`config.mk`:
```
export PLATFORM = sky130hd
export DESIGN_NAME = random_range_sampler
export DESIGN_NICKNAME = d
export VERILOG_FILES = /design/src/rtl/random_range_sampler.sv
export SDC_FILE = /design/constraint.sdc
export NUM_CORES = 1
export LEC_CHECK = 0
export CAP_MARGIN = 40
export CORE_ASPECT_RATIO = 2
export CORE_MARGIN = 5
export CORE_UTILIZATION = 56
export DETAILED_ROUTE_END_ITERATION = 16
export GPL_TIMING_DRIVEN = 1
export PLACE_DENSITY = 0.93
export SYNTH_ARGS = -nofsm -noshare
export SYNTH_HDL_FRONTEND = slang
export SYNTH_SLANG_ARGS = --single-unit
```
`constraint.sdc`:
```
create_clock -name clk -period 9.6 [get_ports clk]
set_clock_uncertainty 0.15 [all_clocks]
set_input_delay 1.44 -clock clk [delete_from_list [all_inputs] [get_ports clk]]
set_output_delay 1.44 -clock clk [all_outputs]
set_load 0.005 [all_outputs]
```
`src/rtl/random_range_sampler.sv`:
```
// random_range_sampler: turns a free-running RAND_W-bit random word into a
// uniform integer in [0, bound) using masked rejection sampling over OUT_W-bit
// slices, with a bounded fallback after MAX_TRIES rejections.
// Optional build macro RANDOM_SAMPLER_STATS_EN adds rejection statistics ports.
module random_range_sampler #(
    parameter int RAND_W    = 256,
    parameter int OUT_W     = 8,
    parameter int MAX_TRIES = 64
) (
    input  logic              clk,
    input  logic              rst_n,
    input  logic [RAND_W-1:0] rand_in,
    input  logic              req_valid,
    output logic              req_ready,
    input  logic [OUT_W-1:0]  req_bound,
    output logic              rsp_valid,
    input  logic              rsp_ready,
    output logic [OUT_W-1:0]  rsp_value,
    output logic              rsp_err,
    output logic              rsp_fallback
`ifdef RANDOM_SAMPLER_STATS_EN
    ,
    output logic [15:0]       rsp_rejects,
    output logic [31:0]       total_rejects
`endif
);

    localparam int NSLICE = RAND_W / OUT_W;
    localparam int IDX_W  = (NSLICE > 1) ? $clog2(NSLICE) : 1;
    localparam int TRY_W  = 8;

    typedef enum logic [1:0] {
        ST_IDLE   = 2'd0,
        ST_SAMPLE = 2'd1,
        ST_RESP   = 2'd2
    } state_t;

    state_t                            state_q, state_d;
    logic [RAND_W-1:0]                 word_q, word_d;
    logic [OUT_W-1:0]                  bound_q, bound_d;
    logic [OUT_W-1:0]                  mask_q, mask_d;
    logic [IDX_W-1:0]                  idx_q, idx_d;
    logic [TRY_W-1:0]                  tries_q, tries_d;
    logic                              req_ready_q, req_ready_d;
    logic                              rsp_valid_q, rsp_valid_d;
    logic [OUT_W-1:0]                  rsp_value_q, rsp_value_d;
    logic                              rsp_err_q, rsp_err_d;
    logic                              rsp_fallback_q, rsp_fallback_d;
    logic [15:0]                       rsp_rejects_q, rsp_rejects_d;
    logic [31:0]                       total_rejects_q, total_rejects_d;

    // Word viewed as an array of slices so the candidate is a plain index
    logic [NSLICE-1:0][OUT_W-1:0]      slices;
    logic [OUT_W-1:0]                  bound_m1;
    logic [OUT_W-1:0]                  mask_calc;
    logic [OUT_W-1:0]                  cand;
    logic                              idx_last;
    logic                              tries_last;

    assign slices     = word_q;
    assign cand       = slices[idx_q] & mask_q;
    assign idx_last   = (idx_q == IDX_W'(NSLICE - 1));
    assign tries_last = (tries_q == TRY_W'(MAX_TRIES - 1));

    // Smallest all-ones mask covering bound-1: smear the top set bit downward
    always_comb begin
        bound_m1  = req_bound - OUT_W'(1);
        mask_calc = '0;
        for (int i = 0; i < OUT_W; i++) begin
            mask_calc = mask_calc | (bound_m1 >> i);
        end
    end

    // Next-state and registered-output computation for the sampler FSM
    always_comb begin
        state_d         = state_q;
        word_d          = word_q;
        bound_d         = bound_q;
        mask_d          = mask_q;
        idx_d           = idx_q;
        tries_d         = tries_q;
        req_ready_d     = req_ready_q;
        rsp_valid_d     = rsp_valid_q;
        rsp_value_d     = rsp_value_q;
        rsp_err_d       = rsp_err_q;
        rsp_fallback_d  = rsp_fallback_q;
        rsp_rejects_d   = rsp_rejects_q;
        total_rejects_d = total_rejects_q;

        case (state_q)
            ST_IDLE: begin
                if (req_valid && req_ready_q) begin
                    bound_d       = req_bound;
                    word_d        = rand_in;
                    mask_d        = mask_calc;
                    idx_d         = '0;
                    tries_d       = '0;
                    rsp_rejects_d = '0;
                    req_ready_d   = 1'b0;
                    if (req_bound == '0) begin
                        // Empty range: answer immediately with an error
                        state_d     = ST_RESP;
                        rsp_valid_d = 1'b1;
                        rsp_err_d   = 1'b1;
                        rsp_value_d = '0;
                    end else begin
                        state_d = ST_SAMPLE;
                    end
                end
            end

            ST_SAMPLE: begin
                if (cand < bound_q) begin
                    rsp_value_d = cand;
                    rsp_valid_d = 1'b1;
                    state_d     = ST_RESP;
                end else begin
                    rsp_rejects_d = rsp_rejects_q + 16'd1;
                    if (total_rejects_q != '1) begin
                        total_rejects_d = total_rejects_q + 32'd1;
                    end
                    if (tries_last) begin
                        // mask <= 2*bound-2, so cand-bound always lands below bound
                        rsp_value_d    = cand - bound_q;
                        rsp_fallback_d = 1'b1;
                        rsp_valid_d    = 1'b1;
                        state_d        = ST_RESP;
                    end else begin
                        tries_d = tries_q + TRY_W'(1);
                        if (idx_last) begin
                            idx_d  = '0;
                            word_d = rand_in;
                        end else begin
                            idx_d = idx_q + IDX_W'(1);
                        end
                    end
                end
            end

            ST_RESP: begin
                if (rsp_ready) begin
                    rsp_valid_d    = 1'b0;
                    rsp_err_d      = 1'b0;
                    rsp_fallback_d = 1'b0;
                    req_ready_d    = 1'b1;
                    state_d        = ST_IDLE;
                end
            end

            default: begin
                state_d     = ST_IDLE;
                req_ready_d = 1'b1;
                rsp_valid_d = 1'b0;
            end
        endcase
    end

    // State and output registers; reset abandons any request in flight
    always_ff @(posedge clk or negedge rst_n) begin
        if (!rst_n) begin
            state_q         <= ST_IDLE;
            word_q          <= '0;
            bound_q         <= '0;
            mask_q          <= '0;
            idx_q           <= '0;
            tries_q         <= '0;
            req_ready_q     <= 1'b1;
            rsp_valid_q     <= 1'b0;
            rsp_value_q     <= '0;
            rsp_err_q       <= 1'b0;
            rsp_fallback_q  <= 1'b0;
            rsp_rejects_q   <= '0;
            total_rejects_q <= '0;
        end else begin
            state_q         <= state_d;
            word_q          <= word_d;
            bound_q         <= bound_d;
            mask_q          <= mask_d;
            idx_q           <= idx_d;
            tries_q         <= tries_d;
            req_ready_q     <= req_ready_d;
            rsp_valid_q     <= rsp_valid_d;
            rsp_value_q     <= rsp_value_d;
            rsp_err_q       <= rsp_err_d;
            rsp_fallback_q  <= rsp_fallback_d;
            rsp_rejects_q   <= rsp_rejects_d;
            total_rejects_q <= total_rejects_d;
        end
    end

    assign req_ready    = req_ready_q;
    assign rsp_valid    = rsp_valid_q;
    assign rsp_value    = rsp_value_q;
    assign rsp_err      = rsp_err_q;
    assign rsp_fallback = rsp_fallback_q;

`ifdef RANDOM_SAMPLER_STATS_EN
    assign rsp_rejects   = rsp_rejects_q;
    assign total_rejects = total_rejects_q;
`else
    // Counters have no consumer in this build and are trimmed by synthesis
    logic unused_stats;
    assign unused_stats = ^{rsp_rejects_q, total_rejects_q};
`endif

endmodule

```
==> results.json, run 1 <==
{
  "status": "finished, final reports clean",
  "cts.repair.resized": 0,
  "synth_xor_area_share_pct": 0.933,
  "final_util_pct": 72.3,
  "wl_met2_mm": 22.9,
  "ys_seq_area_share_pct": 53.1,
  "cts_buffers": 26,
  "ys_seq_elements": 299,
  "start_kind": "flip-flop",
  "whs_path_depth": 2,
  "drc_errors": 0,
  "ys_async_sr_fraction_pct": 100,
  "dp.cells": 1556,
  "critical-path-max-stage-delay_ps": 850,
  "dr.pass1.iters": 5,
  "dp_hpwl_mm": 30.6,
  "clock.fmax_mhz": 180,
  "synth_compound_area_share_pct": 5.74,
  "synth_top_family_by_area": "multiplexers",
  "hold_path.class": "reg2reg",
  "synthTopCellsByArea": "dfrtp_1, mux2_2, mux4_2",
  "yosysUniqueCellTypes": 69,
  "fin_nets": 1530,
  "yosysTopAreaCellShare_pct": 53.0,
  "cts_sinks": 299,
  "peakVddDrop_uv": 182,
  "chipWidth_um": 122,
  "grt_pass1_wl_mm": 62.0,
  "ys.flop_type": "dfrtp_1",
  "syn_inst": 986,
  "hold_viol": 0,
  "via_per_inst": 6.00,
  "avgRoutedWirePerCell_um": 25.7,
  "power.total_mw": 5.19,
  "postCtsHoldBufs": 0,
  "row_count": 82,
  "antenna_left": 0,
  "dieArea_um2": 28600,
  "syn_avg_cell_area_um2": 14.3,
  "clk_pin_slew_ps": 70,
  "cts_root_buf": "clkbuf_16",
  "antenna_found_initial": 19,
  "synth-simple-area-share_pct": 4.17,
  "rsz0062_at_grt": "no",
  "numPortBuffers": 279,
  "postCtsSetupRepairBufs": 0,
  "post_synth_fa_ha_maj_area_fraction_pct": 1.30,
  "cpMaxStageDelayCell": "dfrtp_4",
  "topRoutingLayerUsed": "met4",
  "wl_met3_mm": 1.85,
  "crit_arrival_ps": 5850,
  "muxShareOfSynthArea_pct": 31.9,
  "vias": 9702,
  "ff2ff_path_depth": 14,
  "grt_util_all_layers_pct": 29.3,
  "clk_path_buf_depth": 3,
  "cts_tree": "yes",
  "wirelength_mm": 41.6,
  "syn_nets": 1268,
  "wl_met1_mm": 13.8,
  "fin_cells": 1618,
  "finalSetupTns_ps": 0,
  "grt_pass1_vias": 10600,
  "p_leak_nw": 7.35,
  "grt_max_degree": 143,
  "io_pins": 280,
  "drtIter0Drc": 573,
  "drv_slew": 0,
  "cp_common_cell": "buf_4",
  "cp_max_fo": 43,
  "synth_edf_count": 0,
  "fin_crit_sh_pct": 58.0,
  "area_growth_pct": 28.0,
  "final_layout_size_suffix_gt1_share_pct": 30.1,
  "crit_path_end_kind": "flip-flop",
  "slew_headroom_pct": 30.4,
  "htreeDepth": 1,
  "die_h_um": 234,
  "gp_congestion": 1.03,
  "grt_overflow": 0,
  "synth_top_cell_by_area": "dfrtp_1",
  "required_ps": 9880,
  "cellPowerDensity_nw_per_um2": 288,
  "tightest_slew_ps": 1040,
  "setup_viol": 0,
  "fin_crit_ps": 5570,
  "clock_latency_ps": 550,
  "critPathKind": "reg2reg",
  "crit_chain": "buf_4 > mux4_2 > mux2i_1 > o22ai_1 > o21ai_0 > ha_1 > fa_1 > nor2b_1 > o31ai_2 > a22oi_1 > a21oi_1 > nor2_4 > buf_4 > mux2_2",
  "cap_viol_max_count": 0,
  "start_util_pct": 56.5,
  "core_um2": 24900,
  "synth_area_um2": 14100,
  "ys_warn_count": 0
}
==> where the power goes <==
part           switching, mW  internal [mW]  total, mW
sequential             0.397           1.86       2.26
combinational          0.793           1.11       1.90
clock                  0.477          0.553       1.03
total                   1.67           3.52       5.19
==> worst max-delay path: cells and delay by family, from the launching register on <==
family                     cells  cell delay (ps)
muxes                          3             1370
and+or+nand+nor                2              230
DFF                            1              850
adders and majority gates      2              550
buffers and inverters          2              790
AOI/OAI and AO/OA              5             1430
==> sequential cells by signal, indices dropped and copies added (netlist names) <==
register      cells
tries_q           8
idx_q             5
slices          256
rsp_err           1
rsp_value         8
bound_q           8
req_ready         1
state_q           2
mask_q            8
rsp_valid         1
rsp_fallback      1
==> cells in the mapped netlist, types with 5 or more instances <==
master,count
a22o_1,5
a21oi_1,21
a221oi_1,5
nor2_1,26
mux2i_1,43
and2_1,7
buf_2,33
ha_1,13
clkbuf_1,12
nand3b_1,5
o21ai_0,27
o221ai_1,9
buf_6,5
xnor2_1,11
nor3_1,9
mux4_2,51
nand3_1,6
inv_1,19
mux2_2,256
o22ai_1,9
nor2b_1,6
nand2_1,27
dfrtp_1,298
==> worst paths after layout <==
kind                                       start  slack [ps]                       to
hold / removal             rsp_valid$_DFFE_PN0P_         330    rsp_valid$_DFFE_PN0P_
min in group asynchronous                  rst_n         870  slices[115]$_DFFE_PN0P_
setup reg to reg            idx_q[0]$_DFFE_PN0P_        4030    slices[9]$_DFFE_PN0P_
setup / recovery            idx_q[0]$_DFFE_PN0P_        4030    slices[9]$_DFFE_PN0P_
max in group asynchronous                  rst_n        7060  slices[208]$_DFFE_PN0P_
hold reg to reg            rsp_valid$_DFFE_PN0P_         330    rsp_valid$_DFFE_PN0P_
==> cell families (layout without fill, tap and decap cells) <==
family | after synthesis | in the layout
muxes | 353 | 353
DFF | 299 | 299
AOI/OAI and AO/OA | 117 | 117
and+or+nand+nor | 111 | 111
buffers and inverters | 77 | 355
xor gates and xnor gates | 15 | 15
adders and majority gates | 14 | 14
other | 0 | 18
==> final cells by class <==
cell class                 count  area [um2]
clock inverter                10        68.8
inverter                      20        75.1
antenna                       18        45.0
fill                        1609        6900
tap                          336         420
sequential                   299        7490
clock buffer                  34         752
timing repair buffer         291        2970
multi-input combinational    610        6210
==> through the flow <==
stage	cell area, um2	setup WS, ps	hold WS (ps)
global route	18000	3780	348
floorplan	14100	5440	300
finish	18000	4030	329
CTS	18000	4060	329
global placement	17100	3580	313
detailed placement	17200	4080	313
==> routing by layer <==
metal / track usage, % / vias to the layer above
li1: - / 4222
met1: 30.9 / 4966
met2: 53.3 / 381
met3: 3.98 / 133
met4: 19.8 / 0
met5: 0 / -
==> cell usage in the layout, fill, tap and decap left out, drive strengths merged, types with 8 or more instances in the layout <==
master / n
clkbuf: 34
and2: 8
diode: 18
dfrtp: 298
mux2: 259
buf: 13
inv: 21
mux2i: 43
o21ai: 27
a22o: 8
nor3: 9
xnor2: 11
o22ai: 9
o221ai: 9
mux4: 51
clkdlybuf4s50: 278
ha: 13
a21oi: 21
nor2: 27
nand2: 27
(Power assumes the default switching activity.)
==> run 2: changes to the inputs <==
- CORE_UTILIZATION: 56 -> 52
- PLACE_DENSITY: 0.93 -> 0.87
- clock period: 9.6 -> 5.8 ns (I/O delays scaled with it)
==> run 2 against run 1 <==
  * First-iteration DRC count decreased by 6.5%
  * Power increased by 65%
  * Sequential power increased by 63%
  * Global-route usage decreased by 3.2 points
  * Critical endpoint is now slices[218]$_DFFE_PN0P_
  * Maximum frequency increased by 12%
  * Count of clock-buffer cells in the layout increased by 1
  * Clock power increased by 68%
  * Largest cell class unchanged
  * Non-clock buffer count increased by 12
  * Combinational power increased by 67%
  * Critical path type unchanged
==> results.json, run 2 (synthesized netlist as in run 1, its figures left out) <==
{
  "status": "finished, final reports clean",
  "antenna_left": 0,
  "r2r-start": "idx_q[0]$_DFFE_PN0P_",
  "numPortBuffers": 279,
  "cts_buffers": 26,
  "grt_overflow": 0,
  "drc_errors": 0,
  "p_leak_nw": 7.42,
  "hold_path.class": "in2async",
  "via_per_inst": 5.85,
  "layout_common_cells": "dfrtp_1, clkdlybuf4s50_1, mux2_2",
  "setup_viol": 0,
  "grt_util_all_layers_pct": 26.1,
  "vias": 9653,
  "chipWidth_um": 126,
  "core_um2": 26800,
  "clock_latency_ps": 540,
  "start_kind": "flip-flop",
  "hold_viol": 0,
  "cap_viol_max_count": 0,
  "area_growth_pct": 29.1,
  "cts.repair.resized": 0,
  "crit_path_end_kind": "flip-flop",
  "final_common_cell": "dfrtp_1",
  "cellPowerDensity_nw_per_um2": 472,
  "cts_root_buf": "clkbuf_16",
  "clock.fmax_mhz": 201,
  "wirelength_mm": 40.4,
  "power.total_mw": 8.58,
  "finalSetupTns_ps": 0,
  "die_h_um": 243,
  "ff2ff_setup_slack_ps": 810,
  "final_layout_size_suffix_gt1_share_pct": 30.5,
  "htreeDepth": 1,
  "gp_congestion": 0.996,
  "crit_arrival_ps": 5260,
  "worstReg2RegEnd": "slices[218]$_DFFE_PN0P_",
  "fin_crit_ps": 4990,
  "start_util_pct": 52.5,
  "dieArea_um2": 30700,
  "fillers": 1916,
  "antenna_found_initial": 23,
  "peakVddDrop_uv": 332,
  "cpMaxStageDelayCell": "dfrtp_4",
  "clk_path_buf_depth": 3,
  "cp.depth": 14,
  "final_area_um2": 18200,
  "critical-path-max-stage-delay_ps": 790,
  "largest_reg_flops": 256,
  "grt_max_degree": 130,
  "drtIter0Drc": 536,
  "place_area_um2": 17300,
  "rsz0062_at_grt": "no",
  "fin_crit_sh_pct": 86.0,
  "fin_nets": 1542,
  "final_util_pct": 67.8,
  "slew_headroom_pct": 34.4,
  "drv_slew": 0,
  "cp_common_cell": "buf_12",
  "postCtsHoldBufs": 0,
  "cts_tree": "yes",
  "tightest_slew_ps": 984,
  "dr.pass1.iters": 5,
  "avgRoutedWirePerCell_um": 24.5,
  "cts_sinks": 299,
  "dp_hpwl_mm": 30.4,
  "grt_pass1_vias": 10800,
  "critical_path.top_delay_family": "compound AO/OA/AOI/OAI gates",
  "row_count": 85,
  "critPathKind": "reg2reg",
  "crit_chain": "buf_12 > mux4_2 > mux2i_1 > a221oi_1 > and2_1 > ha_1 > o21a_1 > o21ai_0 > a22oi_1 > a21oi_1 > nor2_4 > buf_12 > buf_12 > mux2_2",
  "clk_pin_slew_ps": 70,
  "critical_path_buf_inv_count": 3,
  "required_ps": 6080,
  "postCtsSetupRepairBufs": 0,
  "io_pins": 280,
  "ff2ff_path_depth": 14,
  "grt_pass1_wl_mm": 61.9,
  "cp_max_fo": 44
}
run 2: changes by cell type in the layout (fill, tap and decap cells not counted):
cell	delta
buf_12	+5
buf_16	-2
diode_2	+5
inv_6	-1
clkbuf_1	+6
clkinv_2	+1
clkinv_4	+1
clkbuf_8	-5
clkinvlp_4	-1
buf_4	+9
bufinv_16	+2
run 2: per-stage QoR:
| stage | hold slack (ps) | setup slack (ps) | std cells |
|---|---|---|---|
| after floorplan | 300 | 1640 | 986 |
| after global routing | 365 | 571 | 1650 |
| final | 277 | 815 | 1650 |
| after detailed placement | 316 | 767 | 1580 |
| after CTS | 329 | 785 | 1627 |
| after global placement | 312 | 765 | 1580 |
run 2: layout make-up:
cell class                      count  area, um2  area share, %
Sequential cell                   299       7490           41.2
Multi-Input combinational cell    610       6210           34.2
Timing Repair Buffer              303       3080           16.9
Clock buffer                       35        706           3.88
Tap cell                          348        435           2.39
Clock inverter                     12        126          0.695
Inverter                           20       75.1          0.413
Antenna cell                       23       57.6          0.317
run 2: how the worst max path moves through the flow:
stage	start	end
floorplan	idx_q[0]$_DFFE_PN0P_	slices[0]$_DFFE_PN0P_
global placement	idx_q[0]$_DFFE_PN0P_	slices[200]$_DFFE_PN0P_
detailed placement	idx_q[0]$_DFFE_PN0P_	slices[203]$_DFFE_PN0P_
CTS	idx_q[0]$_DFFE_PN0P_	slices[244]$_DFFE_PN0P_
global route	idx_q[0]$_DFFE_PN0P_	slices[232]$_DFFE_PN0P_
finish	idx_q[0]$_DFFE_PN0P_	slices[218]$_DFFE_PN0P_
run 2: power breakdown:
part           leakage [nW]  total (mW)  switching [mW]  internal, mW
clock network         0.403        1.73           0.775         0.950
logic                  3.37        3.18            1.31          1.87
registers              3.64        3.68           0.601          3.08
total                  7.42        8.58            2.68          5.90
run 2: per-layer routing:
metal	track usage [%]	up-vias	wire [um]
li1	-	4240	-
met1	27.9	4950	13300
met2	46.2	346	22000
met3	4.09	117	1990
met4	18.5	0	2990
met5	0	-	0
==> run 3: changes to the inputs <==
- clock period: 5.8 -> 5.35 ns (I/O delays scaled with it)
==> run 3 against run 2 <==
  * Count of clock-buffer cells in the layout up 4
  * Via count is 0.12% higher
  * Die area unchanged
  * Register-to-register slack got worse by 370 ps
  * Sequential power grew 8.2%
  * Cell area is 1.2% higher
  * Wire length grew 0.36%
  * Hold slack got worse by 110 ps
  * Utilization grew 0.82 points
  * First-iteration DRC count grew 4.3%
  * Largest cell class unchanged
  * Largest power group unchanged
  * Highest routed layer unchanged
==> results.json, run 3 (synthesized netlist as in run 1, its figures left out) <==
{
  "r2r-start": "idx_q[0]$_DFFE_PN0P_",
  "largest_reg_flops": 256,
  "grt_util_all_layers_pct": 26.1,
  "vias": 9665,
  "clock.fmax_mhz": 204,
  "dp_hpwl_mm": 30.6,
  "final_common_cell": "dfrtp_1",
  "cts_root_buf": "clkbuf_16",
  "fillers": 1887,
  "fin_cells": 1658,
  "cts_sinks": 299,
  "place_area_um2": 17400,
  "wirelength_mm": 40.5,
  "crit_path_end_kind": "flip-flop",
  "cts.repair.resized": 0,
  "cts_buffers": 27,
  "final_layout_size_suffix_gt1_share_pct": 31.5,
  "clk_pin_slew_ps": 70,
  "crit_arrival_ps": 5190,
  "cellPowerDensity_nw_per_um2": 522,
  "drv_slew": 0,
  "gp_congestion": 1.02,
  "cts_tree": "yes",
  "cp_max_fo": 37,
  "postCtsHoldBufs": 0,
  "hold_path.class": "in2async",
  "slew_headroom_pct": 41.0,
  "dieArea_um2": 30700,
  "finalSetupTns_ps": 0,
  "required_ps": 5630,
  "dr.pass1.iters": 5,
  "rsz0062_at_grt": "no",
  "fin_crit_ps": 4910,
  "layout_common_cells": "dfrtp_1, clkdlybuf4s50_1, mux2_2",
  "drtIter0Drc": 559,
  "via_per_inst": 5.83,
  "grtUsageMet2_pct": 46.4,
  "use_met1_pct": 27.5,
  "postCtsSetupRepairBufs": 0,
  "clk_path_buf_depth": 3,
  "startpoint": "idx_q[0]$_DFFE_PN0P_",
  "hold_viol": 0,
  "fin_crit_sh_pct": 91.7,
  "avgRoutedWirePerCell_um": 24.4,
  "cap_viol_max_count": 0,
  "clock_latency_ps": 560,
  "final_area_um2": 18400,
  "grt_max_degree": 126,
  "antenna_left": 0,
  "fin_nets": 1554,
  "start_kind": "flip-flop",
  "use_met3_pct": 3.74,
  "multi_input_area_um2": 6210,
  "grt_pass1_wl_mm": 61.3,
  "chipWidth_um": 126,
  "critPathKind": "reg2reg",
  "start_util_pct": 52.5,
  "regArea_um2": 7490,
  "drc_errors": 0,
  "status": "finished, final reports clean",
  "tightest_slew_ps": 885,
  "dp.cells": 1591,
  "numPortBuffers": 279,
  "grt_pass1_vias": 10700,
  "peakVddDrop_uv": 367,
  "die_h_um": 243,
  "row_count": 85,
  "antenna_found_initial": 17,
  "htreeDepth": 1,
  "core_um2": 26800,
  "p_leak_nw": 7.55,
  "setup_viol": 0,
  "power.total_mw": 9.60,
  "area_growth_pct": 30.7,
  "busiest_layer": "met2",
  "io_pins": 280,
  "grt_overflow": 0
}
-- run 3: area by class of cell --
class	instances	share of cell area [%]
sequential	299	40.7
multi-input combinational	610	33.8
timing repair buffer	314	17.3
clock buffer	39	4.30
tap	348	2.37
clock inverter	11	0.918
inverter	20	0.408
antenna	17	0.231
-- run 3: stage by stage --
stage	util (%)	setup slack (ps)	hold WS, ps
floorplan	-	1190	300
global placement	64.9	637	316
detailed placement	64.9	579	330
CTS	68.5	542	211
global route	68.7	218	250
finish	68.7	443	171
-- run 3: worst max-delay path: stages, from the launching register on --
cell     delay [ps]
dfrtp_4         750
buf_4           310
mux4_2          540
mux2i_1         430
o22ai_1         160
o21ai_0         410
fa_1            300
nor2b_1          80
o31ai_2         360
a22oi_1         180
a21oi_1         280
nor2_4           80
buf_12          190
buf_4           220
mux2_2          290
-- run 3: power by group --
| part | internal [mW] | total [mW] | switching (mW) |
|---|---|---|---|
| Sequential | 3.34 | 3.98 | 0.639 |
| Clock | 1.23 | 2.09 | 0.870 |
| Combinational | 2.08 | 3.52 | 1.45 |
-- run 3: worst paths after layout --
check                      slack (ps)                 endpoint  cells past startpoint
max                               440   slices[91]$_DFFE_PN0P_                     14
min                               170  slices[108]$_DFFE_PN0P_                      1
max in group asynchronous        3600   slices[45]$_DFFE_PN0P_                      2
max reg2reg                       440   slices[91]$_DFFE_PN0P_                     14
min in group clk                  350  slices[123]$_DFFE_PN0P_                      1
min reg2reg                       350  slices[123]$_DFFE_PN0P_                      1
-- run 3: routing by layer --
layer	part of all wire, %	wire length (um)
met4	8.5	3450
met3	4.6	1850
met2	54	21900
met1	33	13300
met5	0	0
